### src/rtl/timer_array_pkg.sv
// timer_array_pkg: register offsets, CTRL bit positions and address helpers
// shared by timer_array and timer_channel.
package timer_array_pkg;

    localparam int unsigned BUS_W = 32;
    localparam int unsigned CTRL_W = 4;

    // Global register offsets (byte addresses inside the timer window)
    localparam logic [7:0] OFF_PRESC   = 8'h00;
    localparam logic [7:0] OFF_FLAGS   = 8'h04;

    // Channel block layout: base = CH_STRIDE * (i + 1), register = offset & CH_REG_MASK
    localparam logic [7:0] CH_STRIDE   = 8'h10;
    localparam logic [7:0] CH_REG_MASK = 8'h0F;
    localparam logic [7:0] OFF_CTRL    = 8'h00;
    localparam logic [7:0] OFF_LOAD    = 8'h04;
    localparam logic [7:0] OFF_COUNT   = 8'h08;
    localparam logic [7:0] OFF_STATUS  = 8'h0C;

    // CTRL register bit positions
    localparam int unsigned CTRL_EN    = 0;
    localparam int unsigned CTRL_PER   = 1;
    localparam int unsigned CTRL_IE    = 2;
    localparam int unsigned CTRL_PWMEN = 3;

    // Byte offset of channel idx's register block
    function automatic logic [7:0] ch_base(input int unsigned idx);
        return 8'(32'(CH_STRIDE) * (idx + 1));
    endfunction

endpackage

### src/rtl/timer_channel.sv
// timer_channel: one down-counter with CTRL/LOAD/COUNT/FLAG state and an
// optional PWM comparator (built when TIMER_PWM_EN is defined).
// Ports:
//   clk, rst                    clock, async active-low reset
//   tick                        shared prescaler tick
//   ctrl_we/load_we/cmp_we/status_we  decoded write strobes for this channel
//   wdata                       bus write data
//   ctrl                        {PWMEN, IE, PERIODIC, EN}
//   load, count, flag           register state for read-back
//   pwm                         registered PWM output (0 unless TIMER_PWM_EN)
module timer_channel
    import timer_array_pkg::*;
#(
    parameter int unsigned CNT_W = 32
) (
    input  logic              clk,
    input  logic              rst,
    input  logic              tick,
    input  logic              ctrl_we,
    input  logic              load_we,
    input  logic              cmp_we,
    input  logic              status_we,
    input  logic [BUS_W-1:0]  wdata,
    output logic [CTRL_W-1:0] ctrl,
    output logic [CNT_W-1:0]  load,
    output logic [CNT_W-1:0]  count,
    output logic              flag,
    output logic              pwm
);

    logic [CTRL_W-1:0] ctrl_wr_c;
    logic [CTRL_W-1:0] ctrl_nxt_c;
    logic [CNT_W-1:0]  count_nxt_c;
    logic              flag_nxt_c;
    logic              start_c;
    logic              unused_c;

    // PWMEN only exists when the PWM comparator is built
`ifdef TIMER_PWM_EN
    assign ctrl_wr_c = wdata[CTRL_W-1:0];
`else
    assign ctrl_wr_c = {1'b0, wdata[CTRL_W-2:0]};
`endif

    // Next-state: W1C first so an expiry in the same cycle wins; a CTRL
    // write last so it overrides the one-shot auto-clear of EN.
    always_comb begin
        ctrl_nxt_c  = ctrl;
        count_nxt_c = count;
        flag_nxt_c  = flag;
        start_c     = ctrl_we && ctrl_wr_c[CTRL_EN] && !ctrl[CTRL_EN];

        if (status_we && wdata[0]) begin
            flag_nxt_c = 1'b0;
        end

        if (start_c) begin
            count_nxt_c = load;
        end else if (tick && ctrl[CTRL_EN]) begin
            if (count != '0) begin
                count_nxt_c = count - CNT_W'(1);
            end else begin
                flag_nxt_c = 1'b1;
                if (ctrl[CTRL_PER]) begin
                    count_nxt_c = load;
                end else begin
                    ctrl_nxt_c[CTRL_EN] = 1'b0;
                end
            end
        end

        if (ctrl_we) begin
            ctrl_nxt_c = ctrl_wr_c;
        end
    end

    // Channel state registers
    always_ff @(posedge clk or negedge rst) begin
        if (!rst) begin
            ctrl  <= '0;
            load  <= '0;
            count <= '0;
            flag  <= 1'b0;
        end else begin
            ctrl  <= ctrl_nxt_c;
            count <= count_nxt_c;
            flag  <= flag_nxt_c;
            if (load_we) begin
                load <= wdata[CNT_W-1:0];
            end
        end
    end

`ifdef TIMER_PWM_EN
    logic [CNT_W-1:0] cmp;

    // Compare register and registered PWM output
    always_ff @(posedge clk or negedge rst) begin
        if (!rst) begin
            cmp <= '0;
            pwm <= 1'b0;
        end else begin
            if (cmp_we) begin
                cmp <= wdata[CNT_W-1:0];
            end
            pwm <= ctrl[CTRL_EN] && ctrl[CTRL_PWMEN] && (count < cmp);
        end
    end

    assign unused_c = ^wdata;
`else
    assign pwm      = 1'b0;
    assign unused_c = ^{wdata, cmp_we};
`endif

endmodule

### src/rtl/timer_array.sv
// timer_array: N_CH down-counter channels sharing one prescaler, behind the
// peripheral bus (addr/we/wdata, combinational rdata).
// Optional feature macro: TIMER_PWM_EN (per-channel CMP register and pwm output).
// Ports:
//   clk, rst     clock, async active-low reset
//   addr         byte address, only addr[7:2] decoded
//   we, wdata    single-cycle write strobe and data
//   rdata        combinational read data, 0 for unmapped offsets
//   irq          registered OR of FLAG & IE over all channels
//   pwm          per-channel PWM outputs
module timer_array
    import timer_array_pkg::*;
#(
    parameter int unsigned N_CH  = 4,
    parameter int unsigned CNT_W = 32,
    parameter int unsigned PRE_W = 16
) (
    input  logic             clk,
    input  logic             rst,
    input  logic [31:0]      addr,
    input  logic             we,
    input  logic [31:0]      wdata,
    output logic [31:0]      rdata,
    output logic             irq,
    output logic [N_CH-1:0]  pwm
);

    logic [7:0]        off_c;
    logic [7:0]        reg_c;
    logic [7:0]        blk_c;
    logic              presc_we_c;
    logic              tick_c;
    logic [PRE_W-1:0]  presc;
    logic [PRE_W-1:0]  pcnt;
    logic [CTRL_W-1:0] ch_ctrl  [N_CH];
    logic [CNT_W-1:0]  ch_load  [N_CH];
    logic [CNT_W-1:0]  ch_count [N_CH];
    logic [N_CH-1:0]   ch_flag;
    logic [N_CH-1:0]   ch_ie_c;
    logic              unused_c;

    assign off_c      = {addr[7:2], 2'b00};
    assign reg_c      = off_c & CH_REG_MASK;
    assign blk_c      = off_c & ~CH_REG_MASK;
    assign presc_we_c = we && (off_c == OFF_PRESC);
    assign unused_c   = ^{addr[31:8], addr[1:0]};

    // Shared prescaler: tick when pcnt reaches PRESC; a PRESC write restarts it
    assign tick_c = (pcnt == presc);

    always_ff @(posedge clk or negedge rst) begin
        if (!rst) begin
            presc <= '0;
            pcnt  <= '0;
        end else if (presc_we_c) begin
            presc <= wdata[PRE_W-1:0];
            pcnt  <= '0;
        end else if (tick_c) begin
            pcnt <= '0;
        end else begin
            pcnt <= pcnt + PRE_W'(1);
        end
    end

    // Channel instances with per-channel write decode
    for (genvar i = 0; i < N_CH; i++) begin : g_ch
        localparam logic [7:0] BASE = ch_base(i);
        logic sel_c;

        assign sel_c = we && (blk_c == BASE);

        timer_channel #(
            .CNT_W (CNT_W)
        ) u_ch (
            .clk       (clk),
            .rst       (rst),
            .tick      (tick_c),
            .ctrl_we   (sel_c && (reg_c == OFF_CTRL)),
            .load_we   (sel_c && (reg_c == OFF_LOAD)),
            .cmp_we    (sel_c && (reg_c == OFF_COUNT)),
            .status_we (sel_c && (reg_c == OFF_STATUS)),
            .wdata     (wdata),
            .ctrl      (ch_ctrl[i]),
            .load      (ch_load[i]),
            .count     (ch_count[i]),
            .flag      (ch_flag[i]),
            .pwm       (pwm[i])
        );

        assign ch_ie_c[i] = ch_ctrl[i][CTRL_IE];
    end

    // Combinational read mux
    always_comb begin
        rdata = '0;
        if (off_c == OFF_PRESC) begin
            rdata = 32'(presc);
        end else if (off_c == OFF_FLAGS) begin
            rdata = 32'(ch_flag);
        end
        for (int unsigned i = 0; i < N_CH; i++) begin
            if (blk_c == ch_base(i)) begin
                case (reg_c)
                    OFF_CTRL:   rdata = 32'(ch_ctrl[i]);
                    OFF_LOAD:   rdata = 32'(ch_load[i]);
                    OFF_COUNT:  rdata = 32'(ch_count[i]);
                    OFF_STATUS: rdata = 32'(ch_flag[i]);
                    default:    rdata = '0;
                endcase
            end
        end
    end

    // Registered interrupt request
    always_ff @(posedge clk or negedge rst) begin
        if (!rst) begin
            irq <= 1'b0;
        end else begin
            irq <= |(ch_flag & ch_ie_c);
        end
    end

endmodule

### config.mk
export PLATFORM = sky130hd
export DESIGN_NAME = timer_array
export DESIGN_NICKNAME = d
export VERILOG_FILES = /design/src/rtl/timer_array_pkg.sv /design/src/rtl/timer_channel.sv /design/src/rtl/timer_array.sv
export SDC_FILE = /design/constraint.sdc
export NUM_CORES = 1
export LEC_CHECK = 0
export BUFFER_PORTS_ARGS = -buffer_cell sky130_fd_sc_hd__buf_2
export CAP_MARGIN = 15
export CORE_ASPECT_RATIO = 1.25
export CORE_MARGIN = 2
export CORE_UTILIZATION = 30
export CTS_BUF_LIST = sky130_fd_sc_hd__clkbuf_4
export DETAILED_ROUTE_END_ITERATION = 8
export PLACE_DENSITY = 0.42
export SYNTH_ARGS = -nofsm -noshare
export SYNTH_HDL_FRONTEND = slang
export SYNTH_SLANG_ARGS = --single-unit
### constraint.sdc
create_clock -name clk -period 5.06 [get_ports clk]
set_input_delay 0.506 -clock clk [delete_from_list [all_inputs] [get_ports clk]]
set_output_delay 0.506 -clock clk [all_outputs]
set_load 0.01 [all_outputs]
==> results.md <==
- Worst endpoint data arrival time: 3.38 ns
- Simple-Gate Fraction of Synth Area: 15.48%
- Clock share of power: about two fifths
- Failing checks: design-rule violations
- Area taken by multi-input logic gates: 9483 um^2
- Worst-case clock buffer depth: 3
- # H-tree levels: 3
- Crit Path Max Fanout: 38
- Layout area overhead: 14.75%
- Cell internal pwr: 4399 uW
- Worst rel slew slack: 25.48%
- DP Cell Count: 2588
- Latest clock arrival within the worst-skew pair: 0.85 ns
- Post-Synth Adder-Cell Area: 0.6346%
- Most used DFF post-synth: dfrtp_1
- Max cap viols: 0
- Yosys top cell area share: 43.01%
- Drt pass-1 iters: 7
- Gp weighted congestion: a little under 0.9
- Reg power frac: 46.3%
- Initial DRC count: 1310
- Post-Synthesis Cells: 1856
- Complex-gate fraction of the synthesized area: a little under a quarter
- Routed len/inst: 25.57 um
- HPWL after DPL: a little over 50 mm
- Fin crit share: 76.74%
- Worst setup EP type: primary output
- # fillers: 6146
- Rows: 99
- Initial Utilization: 30.35%
- RSZ-0062 raised after global routing: false
- Pins Over Slew Limit: 0
- Worst Hold Class: primary input to register
- Combinational share of power: 14.0%
- Psw: 1982 uW
- Fmax: 0.2575 GHz
- Outcome: complete, but fails checks
- Antenna viol nets, final: 0
- DRT Wirelength: 70.77 mm
- Worst VDD drop: approximately 150 uV
- Main combinational cell family by area after synthesis: compound AO/OA/AOI/OAI gates
- Largest net degree at the start of global routing: 92
- Die extent in x: 221.5 um
- Fin Setup TNS: 0 ns
- CP required: 4.55 ns
- Main area contributors after synthesis: dfrtp_1 43%, mux2_2 9.8%, a21oi_1 4.4%
- Ports: roughly 100
- Synth async-reset ratio: 100.0%
- Vias per inst: roughly 6
- Sequential cell area: 7632 um^2
- Setup Viol. Count Final: 0
- Mux cell area share after synthesis: approximately an eighth
- Initial antenna violation count: 5
- Core area: 58470 um^2
- # port buffers: 73
- DRC: 8
- Worst setup margin: 1.177 ns
- Resize count post-CTS: 0
- Worst Skew: approximately 0.044 ns
- Sw Ratio: a little under a third
- Post-synthesis instance area: 17740 um^2
- Final Non-Filler Cells: 2768
- Via count: 16140
- R2R depth: 6
- Static leakage: 0.008661 uW
- Final core occ: about a third
- Startpoint types: primary input
- Final layout net count: ~2000
- Mean Syn Cell Area: ~9.6 um^2
- Clock Sinks: 305
- Die area: 61120 um^2
- Total GRT Usage: 23.35%
- Pre-CTS WS: 1.212 ns
- GRT overflow: 0
- Min Tclk post-route: 3.883 ns
- CP Class: primary input to primary output
- Pwr Density: 313.3 nW/um^2
- Slew of the pin with the lowest slew margin: 1.118 ns
- Yosys warns: 0
- Largest area contributor in the netlist: dfrtp_1
- Distinct cell type count after synthesis: 71
- Hold path cells: 2
- Total CTS buffers: 94
- Vias in the first global route: between 15000 and 20000
- Clock edge transition at the registers on the reported setup and hold paths: 0.08 ns
- XOR/XNOR share of the synthesized area: 1.481%
- CTS tree: done
- First-pass GRT wire length: 106.9 mm
- Fraction of layout cells with a size suffix above 1: a little under a quarter
- DIE HEIGHT: approximately 280 um
- EDFF count, synth: 0
- Clock root buffer: clkbuf_4
- Register area share after synthesis: 43.01%
- #FFs+latches synth: 305
- Final-report hold violation count: 0
- Power Total: about 6400 uW
## power groups by stage
| stage | sequential, uW | clock (uW) | combinational [uW] |
|---|---|---|---|
| floorplan | 2880 | 0 | 567 |
| global placement | 3000 | 0 | 872 |
| detailed placement | 3000 | 0 | 887 |
| CTS | 2960 | 2630 | 901 |
| global route | 2990 | 2750 | 985 |
| finish | 2950 | 2530 | 891 |
## critical path: stages
cell	delay (ns)
buf_2	0.44
nor2b_4	0.72
buf_12	0.33
a22o_1	0.26
a221oi_1	0.12
or4_1	0.44
o21ai_0	0.28
buf_2	0.25
## state kept, by name, summed over array words and instances, names as in the netlist
| register | flops |
|---|---|
| irq | 1 |
| presc | 16 |
| g_ch.u_ch.flag | 4 |
| g_ch.u_ch.load | 128 |
| pcnt | 16 |
| g_ch.u_ch.ctrl | 12 |
| g_ch.u_ch.count | 128 |
## per-stage QoR
step / hold WS (ns) / area [um^2]
after floorplan: 0.2104 / 17760
after global placement: 0.4947 / 19000
after detailed placement: 0.4979 / 19000
after CTS: 0.01074 / 20360
after global routing: 0.03266 / 20360
final: 0.08856 / 20360
## final cells by class
class                   count  share of cell area [%]
flip-flops and latches    305                   37.48
repair buffers            138                   4.645
multi-input cells        1361                   46.57
well taps                 757                   4.652
clock inverters            20                  0.6329
diodes                      2                 0.02458
inverters                  45                  0.8295
clock buffers             140                   5.162
## repair_timing
item	4_1_cts	5_1_grt
hold endpoints to repair	135	0
hold buffers	18	0
buffers inserted	0	0
## Yosys cell counts, drive strengths merged (5+ instances only)
master / instances
o2bb2ai: 32
or2: 10
nand2: 77
mux2: 154
nand3: 65
dfrtp: 305
a221o: 6
a22oi: 67
nor2: 115
a2bb2oi: 5
and4: 7
o22ai: 46
nor4: 51
mux2i: 36
a31oi: 15
o21ai: 129
nor4b: 10
a31o: 7
or3: 19
or4: 23
ha: 9
o21a: 7
xor2: 26
o211ai: 7
buf: 21
clkbuf: 127
a21oi: 165
nor3: 62
a22o: 11
nand2b: 17
a211oi: 5
a221oi: 61
nand4: 28
nor3b: 7
o22a: 24
inv: 45
and3: 7
## cell usage in the layout, fill, tap and decap left out, types with 11 or more instances in the layout
master and instances:
dfrtp_1 305, a21oi_1 154, mux2_2 154, clkbuf_4 140
o21ai_0 129, nor2_1 108, nand2_1 77, buf_2 72
a22oi_1 67, nand3_1 65, a221oi_1 61, nor3_1 60
nor4_1 49, o22ai_1 46, inv_1 45, buf_4 44
mux2i_1 36, o2bb2ai_1 32, nand4_1 28, xor2_1 26
o22a_1 24, or4_1 20, or3_1 19, dlygate4sd3_1 18
nand2b_1 17, clkinv_1 16, a22o_1 11, a31oi_1 11
a21oi_2 11
## cell families after synthesis
kind of cell,count (synthesis)
compound gates,609
xor+xnor,30
fa+ha+maj,9
buf+inv,193
flops,305
mux,194
other cells,1
simple gates,515
## final timing paths
check | start | to | slack (ns)
max | addr[3] | rdata[14] | 1.18
min | wdata[18] | g_ch[2].u_ch.load[18] | 0.09
max reg2reg | g_ch[1].u_ch.count[26] | g_ch[1].u_ch.count[6] | 1.58
min reg2reg | g_ch[2].u_ch.count[27] | g_ch[2].u_ch.count[27] | 0.51
max in group asynchronous | rst | g_ch[2].u_ch.count[6] | 3.51
min in group asynchronous | rst | g_ch[0].u_ch.count[4] | 0.31
## per-layer routing
layer | routed length (um) | up-vias | track usage, %
li1 | - | 7359 | -
met1 | 30950 | 8171 | 30.67
met2 | 34240 | 507 | 39.22
met3 | 3694 | 100 | 3.905
met4 | 1867 | 2 | 7.859
met5 | 13 | - | 0
(Power assumes the default switching activity.)
